$ cat config.mk
export PLATFORM = sky130hd
export DESIGN_NAME = pkt_rx_framer
export DESIGN_NICKNAME = d
export VERILOG_FILES = /design/src/rtl/pkt_rx_framer.sv
export SDC_FILE = /design/constraint.sdc
export NUM_CORES = 1
export LEC_CHECK = 0
export CAP_MARGIN = 5
export CORE_UTILIZATION = 48
export DETAILED_ROUTE_END_ITERATION = 16
export PLACE_DENSITY = 0.79
export SLEW_MARGIN = 20
export SYNTH_ARGS = -nofsm -noshare
export SYNTH_HDL_FRONTEND = slang
export SYNTH_SLANG_ARGS = --single-unit
$ cat constraint.sdc
create_clock -name rclk -period 3.2 [get_ports rclk]
set_input_delay 0.64 -clock rclk [delete_from_list [all_inputs] [get_ports rclk]]
set_output_delay 0.64 -clock rclk [all_outputs]
set_load 0.1 [all_outputs]
$ cat src/rtl/pkt_rx_framer.sv
// pkt_rx_framer: pops a header byte plus up to 7 payload bytes from a show-ahead FIFO and holds them as one packet.
// Define PKT_RX_TIMEOUT_EN to abort a packet after TIMEOUT_CYCLES idle cycles mid-payload.
module pkt_rx_framer #(
    parameter int TIMEOUT_CYCLES = 1024
) (
    input  logic        rclk,
    input  logic        rrst_n,
    input  logic [7:0]  rdata,
    input  logic        rempty,
    output logic        rinc,
    output logic        pkt_valid,
    input  logic        pkt_ready,
    output logic [4:0]  pkt_op,
    output logic [2:0]  pkt_len,
    output logic [55:0] pkt_data,
    output logic [15:0] pkt_count,
    output logic        rx_timeout
);
    typedef enum logic [1:0] {IDLE, PAYLOAD, HOLD} state_t;

    state_t      state, state_nx;
    logic [2:0]  idx;
    logic [15:0] cnt;
    logic        pop, abort;

    if (TIMEOUT_CYCLES < 2 || TIMEOUT_CYCLES > 65535) begin : g_range
        $error("pkt_rx_framer: TIMEOUT_CYCLES must be 2..65535");
    end

    // Gated by reset so the FIFO is never popped while the framer is held in reset.
    assign pop       = rrst_n && !rempty && (state == IDLE || state == PAYLOAD);
    assign rinc      = pop;
    assign pkt_valid = state == HOLD;
    assign pkt_count = cnt;

`ifdef PKT_RX_TIMEOUT_EN
    logic [15:0] idle;
    logic        to_q;

    assign abort      = state == PAYLOAD && rempty && idle == 16'(TIMEOUT_CYCLES - 1);
    assign rx_timeout = to_q;

    always_ff @(posedge rclk or negedge rrst_n) begin
        if (!rrst_n) begin
            idle <= '0;
            to_q <= 1'b0;
        end else begin
            idle <= (state == PAYLOAD && !pop) ? idle + 16'd1 : '0;
            to_q <= abort;
        end
    end
`else
    assign abort      = 1'b0;
    assign rx_timeout = 1'b0;
`endif

    always_ff @(posedge rclk or negedge rrst_n) begin
        if (!rrst_n) state <= IDLE;
        else         state <= state_nx;
    end

    always_comb begin
        state_nx = state;
        case (state)
            IDLE:    if (pop && rdata != 8'h00) state_nx = (rdata[2:0] == 3'd0) ? HOLD : PAYLOAD;
            PAYLOAD: if (pop && idx == pkt_len - 3'd1) state_nx = HOLD;
                     else if (abort) state_nx = IDLE;
            HOLD:    if (pkt_ready) state_nx = IDLE;
            default: state_nx = IDLE;
        endcase
    end

    always_ff @(posedge rclk or negedge rrst_n) begin
        if (!rrst_n) begin
            idx      <= '0;
            pkt_op   <= '0;
            pkt_len  <= '0;
            pkt_data <= '0;
            cnt      <= '0;
        end else begin
            if (state == IDLE && pop && rdata != 8'h00) begin
                pkt_op   <= rdata[7:3];
                pkt_len  <= rdata[2:0];
                pkt_data <= '0;
                idx      <= '0;
            end
            if (state == PAYLOAD && pop) begin
                pkt_data[{idx, 3'b000} +: 8] <= rdata;
                idx                          <= idx + 3'd1;
            end
            if (abort) pkt_data <= '0;
            if (state == HOLD && pkt_ready) cnt <= cnt + 16'd1;
        end
    end
endmodule

==> results.toml <==
[sta]
worst_slack_ns = 0.528
relSlewSlack = 0.370
slew_viol_final = 0
timing.setup.tns_ns = 0
fmax_mhz = 374
rsz0062_at_grt = "false"
worst_slew_pin_slew_ns = 0.944
setup_viol = 0
fin_crit_sh = 0.835
clock_skew_ns = 0.0109
finalHoldViolations = 0
whs_ns = 0.122
min_period_ns = 2.67

[clock_network]
cts_resized = 0
cts_buffers = 9
cts_setup_buffers = 0
clock-sinks = 85
cts_tree = "built"
path_clk_slew_ns = 0.08
clock_latency_ns = 0.35
ctsHoldBuffers = 0
cts_max_level = 3
clock_path_buffers = 2
clockRootBuffer = "clkbuf_8"

[run_status]
run_status = "completed"

[power_and_ir_drop]
ir_worst_vdd_v = 0.000885
p_total_mw = 3.90
p_per_area_nw_per_um2 = 839
leakage_nw = 2.31

[floorplan]
start_util = 0.508
design.die.area_um2 = 7690
core_um2 = 6940
die_w_um = 87.7
rows = 30
die_h_um = 87.7
num_io_pins = 95

[placed_design]
port_buffers = 93
post-place-ws_ns = 0.374
dpl.hpwl_um = 5910
place_inst = 464
place_congestion = 0.875

[synthesis]
yosysWarnings = 0
synth_cell_types = 38
avgSynthCellArea_um2 = 13.1
yosysTopAreaCell = "dfrtp_1"
synth.top_cell.area_share = 0.603
synth_nets = 291
ys_seq_elements = 85
synth_seq_area_share = 0.603
synth_cells = 270
synth_area_um2 = 3530
synthTopCellsByArea = "dfrtp_1 (60%), a22o_1 (14%), xnor2_1 (4.2%)"

[finish]
drive_above_1_share = 0.338
multi_input_area_um2 = 1320
n_fill_cell = 555
ff_latch_area_um2 = 2130
layout.nets = 400
instances_no_fill = 478
synthToLayoutAreaGrowth_pct = 31.9
diodes = 0

[global_route]
grt_pass1_wl_um = 13500
grt_max_degree = 77
grt_antenna_before_repair = 0
grtUsageTotal = 0.236
grt_pass1_vias = 2551
grt.overflow.total = 0

[worst_setup_path]
cp.required_ns = 3.43
cp_data_arrival_time_ns = 2.91
end_kind = "register"
critPathLaunchType = "register"
reg2reg_from = "idx[1]"
slowest_stage = "or4b_2"
reg2reg_depth = 7
cpPeakStageDelay_ns = 0.73
startpoint = "idx[1]"
path_class = "reg2reg"
ff2ff_setup_slack_ns = 0.53
path_common_cell = "ha_1"
r2r-end = "pkt_data[2]"
crit_chain = "inv_1 > ha_1 > ha_1 > or4b_2 > nor4_4 > nor2_1 > a22o_1"
critical_path.max_fanout = 8

[route]
drtIter0Drc = 213
first_pass_iters = 4
vias_per_cell = 5.52
drtAntennaViolNets = 0
wl_per_cell_um = 17.6
num_vias = 2640
drc = 0
wl_um = 8410

[hold_path]
min_path_type = "in2async"

[flow_run]
max_cap_violations = 0
-- worst max-delay path by stage --
stage,end,slack [ns],cells after the start
5_1_grt,pkt_data[2],0.38,7
4_1_cts,pkt_data[2],0.54,7
3_5_place_dp,pkt_op[1],0.37,5
2_1_floorplan,pkt_data[0],0.27,8
6_report,pkt_data[2],0.53,7
3_3_place_gp,pkt_op[1],0.43,5
-- report_power, final --
group / switching [mW] / internal [mW]
logic: 1.38 / 0.440
clock network: 0.362 / 0.372
registers: 0.128 / 1.22
-- kinds of logic after synthesis --
family | after synthesis | share of synthesized area
flops | 85 | 0.603
compound gates | 73 | 0.178
simple gates | 55 | 0.0919
buf+inv | 21 | 0.0238
xor+xnor | 19 | 0.0472
fa+ha+maj | 9 | 0.0319
mux | 7 | 0.0224
other cells | 1 | 0.00106
-- synth_stat cells (all sizes together) --
cell type and n:
dfrtp 85, a22o 56, xnor2 17, nor2 12
nand2 10, ha 9, inv 8, buf 7
mux2 7, nand3 7, clkbuf 6, nor3 6
a21oi 5, nand4 5, and4 4, a31oi 3
o21ai 3, and3 2, o31ai 2, xor2 2
a221oi 1, a311oi 1, a32o 1, and4b 1
conb 1, nand4b 1, nand4bb 1, nor2b 1
nor4 1, nor4bb 1, o2111ai 1, or3 1
or3b 1, or4b 1
-- metal layers --
metal,routed length (um),up-vias,share of wire,track usage
met2,4070,65,0.48,0.364
met4,67,0,0.0080,0.0581
li1,-,1223,-,-
met3,348,6,0.041,0.0547
met1,3920,1346,0.47,0.341
met5,0,-,0,0
-- flip-flops by register name (all words and copies together) (netlist names) --
register	flops
pkt_len	3
state	2
pkt_op	5
idx	3
pkt_count	16
pkt_data	56
-- area by class of cell --
cell class / count / share of cell area
flip-flops and latches: 85 / 0.457
inverters: 8 / 0.00646
well taps: 96 / 0.0258
multi-input cells: 164 / 0.283
repair buffers: 111 / 0.187
clock inverters: 4 / 0.0108
clock buffers: 10 / 0.0296
-- per-stage QoR --
stage,utilization,cell area (um2)
after floorplan,-,3530
after global placement,0.643,4460
after detailed placement,0.643,4460
after CTS,0.670,4650
after global routing,0.670,4650
final,0.670,4650
-- critical path: cells and delay by family, from the launching register on --
kind | cells | cell delay, ns
AO/OA/AOI/OAI | 1 | 0.25
flip-flops | 1 | 0.50
adder cells (fa/ha/maj) | 2 | 0.60
buffers and inverters | 1 | 0.13
AND/OR/NAND/NOR | 3 | 1.09
-- cells in the final DEF (no fill, tap or decap), types with 2 or more instances in the layout --
cell type	n
a22o_1	56
mux2_2	7
o31ai_1	2
inv_1	8
clkinvlp_4	2
xnor2_1	17
o21ai_0	3
nand3_1	7
buf_4	100
a31oi_1	3
dfrtp_1	85
clkbuf_8	10
and4_1	4
a21oi_2	3
ha_1	9
nand2_1	10
nand4_1	5
a21oi_1	2
xor2_1	2
nor3_1	5
clkdlybuf4s50_1	10
nor2_1	12
and3_1	2
Power figures use the tool's default switching activity.
